[src/rtl/sdram_pkg.sv]
// ============================================================================
// sdram_pkg : shared types and default widths for the SDRAM request queue
// Revision  : 1.0
// ============================================================================
`default_nettype none

package sdram_pkg;

    localparam int SDRAM_DEPTH   = 8;
    localparam int SDRAM_ADDR_W  = 22;
    localparam int SDRAM_DATA_W  = 16;
    localparam int SDRAM_TIMEOUT = 4096;

    typedef struct packed {
        logic                    we;
        logic [SDRAM_ADDR_W-1:0] addr;
        logic [SDRAM_DATA_W-1:0] data;
    } sdram_cmd_t;

    typedef enum logic [0:0] {
        Q_IDLE = 1'b0,
        Q_WAIT = 1'b1
    } q_state_t;

endpackage

`default_nettype wire

[src/rtl/sdram_cmd_fifo.sv]
// ============================================================================
// sdram_cmd_fifo : register-based synchronous FIFO of sdram_cmd_t
// Revision       : 1.0
// ============================================================================
`default_nettype none

module sdram_cmd_fifo
    import sdram_pkg::*;
#(
    parameter int DEPTH = SDRAM_DEPTH
) (
    input  logic                     clk,
    input  logic                     rst_n,
    input  logic                     push,
    input  sdram_cmd_t               push_cmd,
    input  logic                     pop,
    output sdram_cmd_t               head,
    output logic                     full,
    output logic                     empty,
    output logic [$clog2(DEPTH):0]   level
);

    localparam int PW = $clog2(DEPTH);

    sdram_cmd_t    mem [DEPTH];
    logic [PW-1:0] wr_ptr;
    logic [PW-1:0] rd_ptr;
    logic          push_ok;
    logic          pop_ok;

    assign full    = (level == (PW+1)'(DEPTH));
    assign empty   = (level == '0);
    assign push_ok = push && !full;
    assign pop_ok  = pop && !empty;
    assign head    = mem[rd_ptr];

    // Pointers wrap naturally because DEPTH is a power of two.
    always_ff @(posedge clk or negedge rst_n) begin
        if (!rst_n) begin
            wr_ptr <= '0;
            rd_ptr <= '0;
            level  <= '0;
            for (int i = 0; i < DEPTH; i++) begin
                mem[i] <= '0;
            end
        end else begin
            if (push_ok) begin
                mem[wr_ptr] <= push_cmd;
                wr_ptr      <= wr_ptr + 1'b1;
            end
            if (pop_ok) begin
                rd_ptr <= rd_ptr + 1'b1;
            end
            case ({push_ok, pop_ok})
                2'b10:   level <= level + 1'b1;
                2'b01:   level <= level - 1'b1;
                default: level <= level;
            endcase
        end
    end

endmodule

`default_nettype wire

[src/rtl/sdram_req_queue.sv]
// ============================================================================
// sdram_req_queue : client command queue feeding sdram_controller one request
//                   at a time on its level req/ack interface
// Revision        : 1.0
// ============================================================================
`default_nettype none

module sdram_req_queue
    import sdram_pkg::*;
#(
    parameter int DEPTH   = SDRAM_DEPTH,
    parameter int ADDR_W  = SDRAM_ADDR_W,
    parameter int DATA_W  = SDRAM_DATA_W,
    parameter int TIMEOUT = SDRAM_TIMEOUT
) (
    input  logic                      iclk,
    input  logic                      ireset_n,
    input  logic                      icmd_valid,
    input  logic                      icmd_we,
    input  logic [ADDR_W-1:0]         icmd_addr,
    input  logic [DATA_W-1:0]         icmd_wdata,
    output logic                      ocmd_ready,
    output logic                      ord_valid,
    output logic [DATA_W-1:0]         ord_data,
    output logic [$clog2(DEPTH):0]    olevel,
    output logic                      obusy,
    output logic                      oerr_timeout,
    output logic                      oerr_ack,
    output logic                      owrite_req,
    output logic [ADDR_W-1:0]         owrite_address,
    output logic [DATA_W-1:0]         owrite_data,
    output logic                      oread_req,
    output logic [ADDR_W-1:0]         oread_address,
    input  logic                      iwrite_ack,
    input  logic                      iread_ack,
    input  logic [DATA_W-1:0]         iread_data
);

    localparam int TW = $clog2(TIMEOUT + 1);

    q_state_t      state;
    q_state_t      state_next;
    sdram_cmd_t    in_cmd;
    sdram_cmd_t    head_cmd;
    logic          full;
    logic          empty;
    logic          pop;
    logic          ack_match;
    logic          ack_bad;
    logic          req_we;
    logic [TW-1:0] wait_cnt;

    assign in_cmd     = sdram_cmd_t'{we: icmd_we, addr: icmd_addr, data: icmd_wdata};
    assign ocmd_ready = !full;
    assign obusy      = (olevel != '0) || (state == Q_WAIT);

    sdram_cmd_fifo #(
        .DEPTH    (DEPTH)
    ) u_fifo (
        .clk      (iclk),
        .rst_n    (ireset_n),
        .push     (icmd_valid),
        .push_cmd (in_cmd),
        .pop      (pop),
        .head     (head_cmd),
        .full     (full),
        .empty    (empty),
        .level    (olevel)
    );

    always_ff @(posedge iclk or negedge ireset_n) begin
        if (!ireset_n) begin
            state <= Q_IDLE;
        end else begin
            state <= state_next;
        end
    end

    always_comb begin
        state_next = state;
        pop        = 1'b0;
        ack_match  = 1'b0;
        ack_bad    = 1'b0;
        case (state)
            Q_IDLE: begin
                ack_bad = iwrite_ack || iread_ack;
                if (!empty) begin
                    pop        = 1'b1;
                    state_next = Q_WAIT;
                end
            end
            Q_WAIT: begin
                ack_match = req_we ? iwrite_ack : iread_ack;
                ack_bad   = req_we ? iread_ack  : iwrite_ack;
                if (ack_match) begin
                    state_next = Q_IDLE;
                end
            end
            default: state_next = Q_IDLE;
        endcase
    end

    // The req drops on the ack edge so the controller's following IDLE
    // cycle never sees a stale request.
    always_ff @(posedge iclk or negedge ireset_n) begin
        if (!ireset_n) begin
            owrite_req     <= 1'b0;
            oread_req      <= 1'b0;
            owrite_address <= '0;
            oread_address  <= '0;
            owrite_data    <= '0;
            req_we         <= 1'b0;
            wait_cnt       <= '0;
            ord_valid      <= 1'b0;
            ord_data       <= '0;
            oerr_timeout   <= 1'b0;
            oerr_ack       <= 1'b0;
        end else begin
            ord_valid <= 1'b0;
            if (ack_bad) begin
                oerr_ack <= 1'b1;
            end
            if (pop) begin
                req_we         <= head_cmd.we;
                owrite_req     <= head_cmd.we;
                oread_req      <= !head_cmd.we;
                owrite_address <= head_cmd.addr;
                oread_address  <= head_cmd.addr;
                owrite_data    <= head_cmd.data;
                wait_cnt       <= '0;
            end else if (state == Q_WAIT) begin
                if (ack_match) begin
                    owrite_req <= 1'b0;
                    oread_req  <= 1'b0;
                    if (!req_we) begin
                        ord_valid <= 1'b1;
                        ord_data  <= iread_data;
                    end
                end else if (wait_cnt != TW'(TIMEOUT - 1)) begin
                    wait_cnt <= wait_cnt + 1'b1;
                    if (wait_cnt == TW'(TIMEOUT - 2)) begin
                        oerr_timeout <= 1'b1;
                    end
                end
            end
        end
    end

endmodule

`default_nettype wire

[config.mk]
export PLATFORM = sky130hd
export DESIGN_NAME = sdram_req_queue
export DESIGN_NICKNAME = d
export VERILOG_FILES = /design/src/rtl/sdram_pkg.sv /design/src/rtl/sdram_cmd_fifo.sv /design/src/rtl/sdram_req_queue.sv
export SDC_FILE = /design/constraint.sdc
export NUM_CORES = 1
export LEC_CHECK = 0
export ABC_AREA = 1
export BUFFER_PORTS_ARGS = -buffer_cell sky130_fd_sc_hd__buf_2
export CORE_UTILIZATION = 55
export CTS_CLUSTER_DIAMETER = 120
export DETAILED_ROUTE_END_ITERATION = 10
export HOLD_SLACK_MARGIN = 0.03
export PLACE_DENSITY = 0.77
export SYNTH_ARGS = -nofsm -noshare
export SYNTH_HDL_FRONTEND = slang
export SYNTH_HIERARCHICAL = 1
export SYNTH_SLANG_ARGS = --single-unit
[constraint.sdc]
create_clock -name iclk -period 2.4 [get_ports iclk]
set_input_delay 0.12 -clock iclk [delete_from_list [all_inputs] [get_ports iclk]]
set_output_delay 0.12 -clock iclk [all_outputs]
set_load 0.05 [all_outputs]
# After elaboration in Yosys (flattened, before gate mapping)
# Cells that the tools add are included.
totals:
  out_inout_bits: 87
  regBits: 396
  word_cells: 103
  inputBits: 60
classes:
  magnitude_cmp: 3
  add_sub_neg: 5
  bitwise: 6
  n_mux: 27
  n_reduce_logical: 18
  eq_ne: 6
ops:
  columns: ["operator", "n"]
  rows:
  - ["312-bit bitwise mux", 1]
  - ["39-bit binary-select mux with 3-bit select", 1]
  - ["39-bit demux with 3-bit select", 1]
  - ["39-bit two-way mux", 3]
  - ["13-bit two-way mux", 4]
  - ["1-bit two-way mux", 14]
  - ["13-bit by 1-bit adder with 13-bit output, second input constant", 1]
  - ["13-bit by 12-bit equality test with 1-bit output, second input constant", 1]
  - ["13-bit by 12-bit inequality test with 1-bit output, second input constant", 1]
  - ["4-bit greater-or-equal comparator, second input constant", 2]
  - ["3-bit inverter with 4-bit output", 2]
  - ["4-bit case mux with 2 select lines", 1]
  - ["2-bit nonzero test", 4]
  - ["3-bit by 1-bit adder with 3-bit output, second input constant", 2]
  - ["5-bit AND reduction", 1]
  - ["4-bit by 1-bit adder with 4-bit output, second input constant", 1]
  - ["4-bit equality test, second input constant", 1]
  - ["4-bit zero test", 1]
  - ["4-bit by 1-bit less-than comparator with 1-bit output, second input constant", 1]
  - ["1-bit inverter", 4]
  - ["1-bit case mux with 2 select lines", 2]
  - ["4-bit AND reduction", 1]
  - ["4-bit nonzero test", 1]
  - ["4-bit by 1-bit subtractor with 4-bit output, second input constant", 1]
  - ["8 further kinds", 13]

# Longest topological paths before layout
# Gate-level depths: netlist (run 1).
logic_depth:
  ltp_word: 6
  mapped_depth: 15
  depth_no_buf: 14

# By module
# The synthesis (run 1) kept the hierarchy.
modules_own_cells:
  columns: ["mod", "cells_per_inst", "seq_area_each_um2", "n_inst", "area_per_inst_um2"]
  rows:
  - ["sdram_cmd_fifo", 2547, 8057.7, 1, 17506.8]
  - ["sdram_req_queue", 406, 1851.8, 1, 3369.5]

# Least setup slack after synthesis (run 1)
# No wires, ideal clock.
synth_timing:
  path_kind: "reg-to-reg"
  startpoint: "register u_fifo.level[3]"
  endpoint: "register u_fifo.level[3]"
  setup_time_ns: 0.118
  path_buffers: 1
  synth_period_minus_slack_ns: 2.727
  required_ns: 2.282
  setup_slack_ns: -0.327
  path_stages_with_launch: 15
  arrival_time_ns: 2.609
  path_cell_list: "dfrtp_1 > inv_1 > nand3_1 > inv_1 > nor2_4 > clkbuf_1 > nand2_1 > inv_1 > ha_1 > ha_1 > or2_2 > nand2_1 > nand2_1 > nand3_1 > nand2_1"
synth_between:
  elab_chain_len: 6
  word_cells_on_any_way: 14
  cone_classes: "add/sub: 2; eq/ne: 3; mux: 3; reduce/logical: 6"
synth_rtl:
  columns: ["element", "line", "rtl"]
  rows:
  - ["from (decl)", "sdram_cmd_fifo.sv:20", "output logic [$clog2(DEPTH):0] level"]
  - ["from (signal assigned)", "sdram_cmd_fifo.sv:55", "2'b10: level <= level + 1'b1;"]
  - ["from (signal assigned)", "sdram_cmd_fifo.sv:56", "2'b01: level <= level - 1'b1;"]
  - ["from (signal assigned)", "sdram_cmd_fifo.sv:57", "default: level <= level;"]
  - ["4-bit zero test *", "sdram_cmd_fifo.sv:32", "assign empty = (level == '0);"]
  - ["named net empty", "sdram_req_queue.sv:46", "logic empty;"]
  - ["1-bit two-way mux *", "sdram_req_queue.sv:87", "if (!empty) begin"]
  - ["1-bit two-way mux *", "sdram_req_queue.sv:84", "case (state)"]
  - ["named net pop", "sdram_req_queue.sv:47", "logic pop;"]
  - ["1-bit logical AND *", "sdram_cmd_fifo.sv:34", "assign pop_ok = pop && !empty;"]
  - ["named net u_fifo.pop_ok", "sdram_cmd_fifo.sv:29", "logic pop_ok;"]
  - ["2-bit by 1-bit equality test with 1-bit output or 2-bit equality test (tied branches)", "sdram_cmd_fifo.sv:54", "case ({push_ok, pop_ok})"]
  - ["4-bit case mux with 2 select lines or 2-bit nonzero test (tied branches)", null, null]
# Mark *: on every way through the listed nets, which the timed path passes. The rest lies on a longest branch.
# A chain may end at the register's enable or synchronous reset.

# Worst setup path in the final report (run 1)
layout_timing:
  startpoint: "register u_fifo.level[2]"
  endpoint: "output ocmd_ready"
layout_between:
  elab_chain_len: 2
layout_rtl:
  columns: ["element", "line", "rtl"]
  rows:
  - ["4-bit equality test", "sdram_cmd_fifo.sv:31", "assign full = (level == (PW+1)'(DEPTH));"]
  - ["named net full", "sdram_req_queue.sv:45", "logic full;"]
  - ["1-bit zero test", "sdram_req_queue.sv:54", "assign ocmd_ready = !full;"]
  - ["to (decl)", "sdram_req_queue.sv:22", "output logic ocmd_ready,"]
# The timed path passes the listed nets, and every way through them passes these cells.

==> results of run 1 <==
==> metal layers <==
metal	vias up	global-route usage [%]	routed length (um)	part of all wire [%]
met5	-	0	0	0
met4	0	10.7	1490	2.5
met3	126	6.06	5570	9.2
met2	885	51.8	28300	47
met1	9263	42.9	24800	41
li1	9313	-	-	-
==> state kept, by name, summed over array words and instances, names as in the netlist, 3 cells and up <==
register       flops
u_fifo/mem       312
oread_address     22
ord_data          16
owrite_data       16
wait_cnt          13
u_fifo/level       4
u_fifo/rd_ptr      3
u_fifo/wr_ptr      3
==> power groups by stage <==
stage	clock, mW	sequential (mW)	combinational [mW]
after floorplan	0	12.5	10.7
after global placement	0	11.2	15.8
after detailed placement	0	11.4	16.2
after CTS	6.96	11.3	16.3
after global routing	7.24	11.7	18.4
final	6.87	11.3	16.5
==> kinds of logic (layout without fill, tap and decap cells) <==
kind of cell               Yosys count  in the layout  share of synthesized area, %
and+or+nand+nor                   2064           2064                          41.4
buffers and inverters              458            542                          9.61
DFF                                396            396                          47.5
AOI/OAI and AO/OA                   20             20                         0.695
adders and majority gates            8              8                         0.515
xor gates and xnor gates             7              7                         0.294
other                                0              1                             0
==> worst paths after layout <==
kind	from	to	slack (ns)	depth (start not counted)
min	ireset_n	owrite_data[0]	0.10	2
max	u_fifo/level[2]	ocmd_ready	0.15	6
min reg2reg	u_fifo/mem[100]	u_fifo/mem[100]	0.47	2
max in group asynchronous	ireset_n	u_fifo/mem[143]	1.48	3
min in group iclk	iread_data[5]	ord_data[5]	0.29	4
max reg2reg	u_fifo/level[1]	u_fifo/level[3]	0.21	13
==> through the flow <==
step           utilization [%]  power (mW)  hold WS, ns  cell area (sq um)  cells
4_1_cts                   64.6        34.6       0.0970              23900   3541
3_3_place_gp              59.0        27.0       0.0989              21800   3404
3_5_place_dp              59.0        27.5        0.100              21800   3404
2_1_floorplan                -        23.2       -0.176              20900   2953
5_1_grt                   64.6        37.3        0.133              23900   3542
6_report                  64.6        34.7        0.103              23900   3542
==> synthesized netlist by cell type (all sizes together), types with 2 or more instances <==
master  count
ha          7
o21bai      3
xor2        3
inv       186
xnor2       4
dfrtp     396
clkbuf     88
buf       182
nor2      338
clkinv      2
or2         3
nand2    1369
nand3      39
o21ai      16
nand4     314
==> layout make-up <==
cell class / count / area, sq um / area share, %
Antenna cell: 1 / 2.50 / 0.0105
Clock buffer: 58 / 1240 / 5.21
Clock inverter: 19 / 213 / 0.891
Inverter: 188 / 706 / 2.96
Multi-Input combinational cell: 2099 / 9070 / 38.0
Sequential cell: 396 / 9920 / 41.6
Tap cell: 504 / 631 / 2.64
Timing Repair Buffer: 277 / 2080 / 8.73
==> worst max-delay path, cell delays in order, from the launching register on <==
cell	delay (ns)
dfrtp_2	0.40
inv_1	0.10
nand3_4	0.11
buf_12	0.51
inv_1	0.09
inv_1	0.06
buf_2	0.25
==> repair_timing <==
action	in CTS	in global routing
setup endpoints to repair	0	1
hold buffers	60	0
resized for setup	0	2
endpoints found under the hold margin	701	0
==> impl_metrics.toml, run 1 <==
[floorplanning]
die_h_um = 197
dieArea_sq_um = 38700
core_area_sq_um = 37000
rows = 70
initial_core_util_pct = 56.5
io_pins = 147
die_x_um = 197

[timing]
final.setup.tns_ns = 0
setup-violations-final = 0
drv_slew = 0
hold_viol = 0
final.setup_skew_ns = 0.0223
worst_pin_slew_ns = 0.734
setup_slack_ns = 0.154
fmax_mhz = 445
final.min_clock_period_ns = 2.25
grt_setup_unrepaired = "no"
min_period_over_period_pct = 93.6
slew_headroom_pct = 51.0

[critical_path]
arrival_ns = 2.13
path_max_fanout = 145
endpoint_kind = "primary output"
critPathKind = "register to primary output"
start_kind = "register"
critPathRequiredTime_ns = 2.28

[layout]
mostFrequentLayoutCell = "nand2_1"
synthToLayoutAreaGrowth_pct = 14.4
fillers = 3193
final_layout_size_suffix_gt1_share_pct = 11.3
fin_nets = 3073
layout_common_cells = "nand2_1 (1362), dfrtp_1 (389), nor2_1 (326)"

[placement]
globalplace.congestion = 0.818
pre_cts_ws_ns = 0.121
port_buffers = 146
dp_hpwl_um = 33800

[global_routing]
grt_pass1_wl_um = 98500
grt_overflow = 0
grt_max_degree = 146
grt_pass1_vias = 18854
track_usage_pct = 31.9
antenna_found_initial = 1

[clock_tree]
cts_buffers = 43
clk-insertion-delay-late_ns = 0.58
htreeDepth = 2
cts_tree = "done"
cts.sinks = 396
root_buffer = "clkbuf_16"
clkTransAtPathRegs_ns = 0.06
postCtsSetupBuffers = 0
clock_path_buffers = 3

[pwr]
powerDensity_nw_per_um2 = 1450
pwr-share-seq_pct = 32.6
sw_frac_of_total_pct = 46.5
peakVddDrop_uv = 870
power_frac_clock_pct = 19.8
p_comb_share_pct = 47.5
p_leak_nw = 13.1
p_switching_mw = 16.1
p_int_mw = 18.5

[synthesis]
syn-cell-area_sq_um = 20900
ys_ff_latch = 396
syn_inst = 2953
synth-edff-count = 0
avgSynthCellArea_sq_um = 7.07
synth_top_area_share_pct = 47.5
synth_area_leader_cell = "dfrtp_1"
synth_nets = 3021
async_flop_share_pct = 100
synth_top_flop_cell = "dfrtp_1"
ys_seq_area_share_pct = 47.5
ys_warn_count = 6
synth_cell_type_count = 30
synth_area_leaders = "dfrtp_1 (47%), nand2_1 (25%), nand4_1 (9.4%), nor2_1 (6.0%), inv_1 (3.3%)"

[detailed_routing]
vias = 19587
dr.pass1.iters = 6
route.detailed.drc = 0
drtAntennaViolNets = 0
wl_per_cell_um = 17.0
wl_um = 60200
vias_per_cell = 5.53
drtIter0Drc = 1994

[worst_hold_path]
hold_class = "primary input to async pin"

[status]
status = "complete, no violations"

[flow_run]
max_cap_violations = 0
No activity file was read; power rests on OpenSTA's default activity.
==> run 2, diff against run 1 <==
--- a/config.mk
+++ b/config.mk
@@ -12,7 +12,9 @@
 export DETAILED_ROUTE_END_ITERATION = 10
 export HOLD_SLACK_MARGIN = 0.03
 export PLACE_DENSITY = 0.77
+export RECOVER_POWER = 25
 export SYNTH_ARGS = -nofsm -noshare
 export SYNTH_HDL_FRONTEND = slang
 export SYNTH_HIERARCHICAL = 1
 export SYNTH_SLANG_ARGS = --single-unit
+export TNS_END_PERCENT = 20
==> run 2 against run 1 <==
  * Hold slack better by 0.19 ns
  * Global-route usage is the same
  * Clock skew decreased by 0.00078 ns
  * Critical endpoint unchanged
  * Sequential share of layout area grew 0.072 points
  * Count of clock-buffer cells in the layout unchanged
  * Sequential power about the same
  * Critical path depth unchanged
  * Register-to-register slack hardly changed
  * Combinational power is essentially flat
  * The run now ends with max-capacitance violations, max-slew violations left
  * Routed wire length up 0.14%
  * Final area down 0.17%
  * Highest routed layer unchanged
  * Largest cell class unchanged
==> impl_metrics.toml, run 2 (synthesis results as in run 1) <==
[detailed_routing]
drtAntennaViolNets = 0
dr.pass1.iters = 6
drtIter0Drc = 2004
vias = 19598
vias_per_cell = 5.53
route.detailed.drc = 0
wl_per_cell_um = 17.0
wl_um = 60300

[critical_path]
critPathRequiredTime_ns = 2.28
endpoint_kind = "primary output"
path_max_fanout = 145
start_kind = "register"
arrival_ns = 2.14
regToRegEndpoint = "u_fifo/level[3]"
worst_r2r_path_depth = 13
critPathKind = "register to primary output"
reg2reg_from = "u_fifo/level[1]"
ff2ff_setup_slack_ns = 0.21

[flow_run]
max_cap_violations = 1

[pwr]
p_leak_nw = 13.1
p_switching_mw = 16.1
power.total_mw = 34.6
peakVddDrop_uv = 870
powerDensity_nw_per_um2 = 1450
power_frac_clock_pct = 19.8
p_int_mw = 18.5
p_comb_share_pct = 47.5
sw_frac_of_total_pct = 46.5
pwr-share-seq_pct = 32.7

[layout]
largest_register_ffs = 312
layout_common_cells = "nand2_1 (1362), dfrtp_1 (389), nor2_1 (326)"
fin_nets = 3073
synthToLayoutAreaGrowth_pct = 14.2
mostFrequentLayoutCell = "nand2_1"
regMostFlops = "u_fifo/mem"
final_cells = 3542
final_core_utilization_pct = 64.5
top_regs = "u_fifo/mem: 312 flops, oread_address: 22 flops"
design_area_sq_um = 23800
final_layout_size_suffix_gt1_share_pct = 11.3

[timing]
drv_slew = 57
final.min_clock_period_ns = 2.26
grt_setup_unrepaired = "no"
hold_viol = 0
fmax_mhz = 443
final.setup_skew_ns = 0.0215
min_period_over_period_pct = 94.1
final.setup.tns_ns = 0
slew_headroom_pct = -9.48
setup-violations-final = 0
worst_pin_slew_ns = 1.64

[global_routing]
grt_pass1_vias = 18854
track_usage_pct = 31.9
use_met1_pct = 42.9
grt_overflow = 0
gr-usage-met2_pct = 51.8
grt_pass1_wl_um = 98500
antenna_found_initial = 1
grt_max_degree = 146
grt_use_met3_pct = 6.06
busiest_layer = "met2"

[clock_tree]
htreeDepth = 2
cts.sinks = 396
root_buffer = "clkbuf_16"
cts_tree = "done"
clkTransAtPathRegs_ns = 0.06
clock_path_buffers = 3
clk-insertion-delay-late_ns = 0.58
postCtsSetupBuffers = 0
cts_buffers = 43

[worst_hold_path]
hold_class = "primary input to register"
hold_depth = 4
whs_endpoint = "ord_data[5]"
hold_start = "iread_data[5]"

[placement]
dp_hpwl_um = 33800
port_buffers = 146
globalplace.congestion = 0.818
place_area_sq_um = 21800
dp_cells = 3404

[floorplanning]
die_x_um = 197
rows = 70
die_h_um = 197
dieArea_sq_um = 38700
core_area_sq_um = 37000
io_pins = 147
initial_core_util_pct = 56.5

[status]
violations = "max-capacitance violations, max-slew violations"
status = "finished, violations left"
-- run 2: critical path: stages (launching register included) --
cell	delay, ns
dfrtp_2	0.40
inv_1	0.10
nand3_4	0.11
buf_12	0.51
inv_1	0.09
inv_1	0.06
buf_2	0.25
-- run 2: worst max-delay path by stage --
stage,startpoint,endpoint,slack [ns],cells after the start
global placement,u_fifo/level[1],u_fifo/level[3],0.14,13
finish,u_fifo/level[2],ocmd_ready,0.14,6
detailed placement,u_fifo/level[1],u_fifo/level[3],0.12,13
CTS,u_fifo/level[1],u_fifo/level[3],0.12,13
floorplan,u_fifo/level[1],u_fifo/level[3],0.008,14
global route,u_fifo/level[2],ocmd_ready,0.04,6
-- run 2: what timing repair did --
| action | CTS | global route |
|---|---|---|
| gates resized for setup | 0 | 2 |
| endpoints found under the setup margin | 0 | 1 |
| hold buffers | 60 | 0 |
| hold endpoints to repair | 701 | 0 |
-- run 2: per-layer routing --
metal / vias to the layer above / share of wire [%] / wire, um
li1: 9316 / - / -
met1: 9289 / 42 / 25000
met2: 867 / 47 / 28200
met3: 126 / 9.3 / 5600
met4: 0 / 2.5 / 1500
met5: - / 0 / 0
-- run 2: power by group through the flow --
stage          registers [mW]  clock network (mW)  logic [mW]
2_1_floorplan            12.5                   0        10.7
3_3_place_gp             11.2                   0        15.8
3_5_place_dp             11.4                   0        16.2
4_1_cts                  11.3                6.96        16.3
5_1_grt                  11.7                7.24        18.4
6_report                 11.3                6.86        16.5
-- run 2: area by class of cell --
| type | instances | area, sq um |
|---|---|---|
| sequential | 396 | 9920 |
| inverter | 188 | 706 |
| timing repair buffer | 277 | 2040 |
| clock inverter | 19 | 213 |
| fill | 3198 | 13100 |
| tap | 504 | 631 |
| clock buffer | 58 | 1240 |
| multi-input combinational | 2099 | 9070 |
| antenna | 1 | 2.50 |
-- run 2: per-stage QoR --
stage	hold WS (ns)	setup WS, ns
final	0.294	0.143
after global routing	0.290	0.0386
after CTS	0.0970	0.115
after detailed placement	0.100	0.121
after global placement	0.0989	0.141
after floorplan	-0.176	0.00801
==> run 3, diff against run 2 <==
--- a/config.mk
+++ b/config.mk
@@ -11,6 +11,7 @@
 export CTS_CLUSTER_DIAMETER = 120
 export DETAILED_ROUTE_END_ITERATION = 10
 export HOLD_SLACK_MARGIN = 0.03
+export MAX_ROUTING_LAYER = met4
 export PLACE_DENSITY = 0.77
 export RECOVER_POWER = 25
 export SYNTH_ARGS = -nofsm -noshare
==> run 3 against run 2 <==
  * The run still ends with max-capacitance violations, max-slew violations left
  * Routed wire length shrank 0.60%
  * Hold slack got worse by 0.019 ns
  * First-iteration DRC count decreased by 2.4%
  * Largest power group unchanged
  * Highest routed layer unchanged
==> impl_metrics.toml, run 3 (synthesis results as in run 1) <==
[global_routing]
grt_pass1_wl_um = 97900
grt_max_degree = 161
grt_overflow = 0
track_usage_pct = 32.6
antenna_found_initial = 0
grt_pass1_vias = 18520

[clock_tree]
root_buffer = "clkbuf_16"
htreeDepth = 2
cts_buffers = 43
clk-insertion-delay-late_ns = 0.58
cts.sinks = 396
clkTransAtPathRegs_ns = 0.06
clock_path_buffers = 3
cts_tree = "done"

[layout]
fillers = 3151
final_cells = 3539
synthToLayoutAreaGrowth_pct = 14.8
multi_input_area_sq_um = 9070
top_regs = "u_fifo/mem: 312 flops, oread_address: 22 flops"
seq_area_sq_um = 9920
regMostFlops = "u_fifo/mem"
mostFrequentLayoutCell = "nand2_1"
antennaDiodeCount = 0
final_layout_size_suffix_gt1_share_pct = 11.0
largest_register_ffs = 312
final_core_utilization_pct = 64.8
layout_common_cells = "nand2_1 (1362), dfrtp_1 (389), nor2_1 (326)"
design_area_sq_um = 24000
fin_nets = 3070

[timing]
holdWs_ns = 0.275
min_period_over_period_pct = 96.7
hold_viol = 0
drv_slew = 54
final.setup_skew_ns = 0.0194
final.min_clock_period_ns = 2.32
fmax_mhz = 431
worst_pin_slew_ns = 1.70
final.setup.tns_ns = 0
setup-violations-final = 0
slew_headroom_pct = -13.1
grt_setup_unrepaired = "yes"

[placement]
place_area_sq_um = 21800
globalplace.congestion = 0.852
port_buffers = 146
dp_hpwl_um = 33900
dp_cells = 3400

[detailed_routing]
drtAntennaViolNets = 0
wl_um = 59900
vias = 19516
drtIter0Drc = 1956
wl_per_cell_um = 16.9
dr.pass1.iters = 7
route.detailed.drc = 0
vias_per_cell = 5.51

[status]
status = "finished, violations left"
violations = "max-capacitance violations, max-slew violations"

[pwr]
pwr-share-seq_pct = 32.3
sw_frac_of_total_pct = 46.1
p_int_mw = 18.9
power_frac_clock_pct = 20.6
p_leak_nw = 13.2
powerDensity_nw_per_um2 = 1460
p_comb_share_pct = 47.2
p_switching_mw = 16.2
peakVddDrop_uv = 1110

[critical_path]
endpoint_kind = "primary output"
critPathKind = "register to primary output"
start_kind = "register"
critPathRequiredTime_ns = 2.28
arrival_ns = 2.20
path_max_fanout = 160

[floorplanning]
rows = 70
dieArea_sq_um = 38700
die_x_um = 197
initial_core_util_pct = 56.5
io_pins = 147
die_h_um = 197
core_area_sq_um = 37000

[worst_hold_path]
hold_class = "primary input to register"

[flow_run]
max_cap_violations = 1
run 3: cell count changes in the layout (fill, tap and decap cells not counted), sizes merged:
cell	before	now
clkbuf	61	67
clkinvlp	1	0
buf	214	212
diode	1	0
clkinv	14	6
bufinv	4	7
run 3: path summary, 6_finish.rpt:
check	startpoint	endpoint	slack, ns	cells after the start
setup / recovery	u_fifo/level[2]	ocmd_ready	0.08	6
hold / removal	iread_data[5]	ord_data[5]	0.28	4
setup reg to reg	u_fifo/level[2]	u_fifo/level[3]	0.15	13
hold reg to reg	u_fifo/mem[191]	u_fifo/mem[191]	0.47	2
max in group asynchronous	ireset_n	u_fifo/mem[59]	0.40	3
min in group asynchronous	ireset_n	owrite_data[3]	0.53	2
run 3: timing repair:
action,CTS,global route
hold buffers,60,0
endpoints found under the hold margin,729,0
endpoints found under the setup margin,0,2
resized for setup,0,2
buffers inserted,0,1
run 3: per-layer routing:
| metal | global-route usage [%] | up-vias | part of all wire (%) |
|---|---|---|---|
| met1 | 44.6 | 9267 | 43 |
| met5 | - | - | 0 |
| li1 | - | 9298 | - |
| met3 | 5.13 | 98 | 8.6 |
| met4 | 9.73 | 0 | 2.2 |
| met2 | 50.2 | 853 | 46 |
run 3: final cells by class:
type	count	area share, %
clock buffers	65	5.34
repair buffers	274	8.75
multi-input cells	2099	37.9
flip-flops and latches	396	41.4
inverters	188	2.95
well taps	504	2.63
clock inverters	13	1.07
run 3: power groups by stage:
stage                     registers (mW)  logic (mW)  clock network, mW
after floorplan                     12.5        10.7                  0
after global placement              11.2        15.8                  0
after detailed placement            11.4        16.2                  0
after CTS                           11.3        16.4               7.30
after global routing                11.7        18.5               7.56
final                               11.3        16.5               7.21
run 3: through the flow:
step	total power, mW	setup WS (ns)
6_report	35.1	0.0802
5_1_grt	37.7	-0.0152
4_1_cts	35.0	0.103
3_5_place_dp	27.6	0.128
3_3_place_gp	27.0	0.144
2_1_floorplan	23.2	0.00801
run 3: critical path: stages, from the launching register on:
cell	delay (ns)
dfrtp_2	0.41
inv_1	0.11
nand3_4	0.12
buf_16	0.44
inv_1	0.09
inv_1	0.06
buf_2	0.25
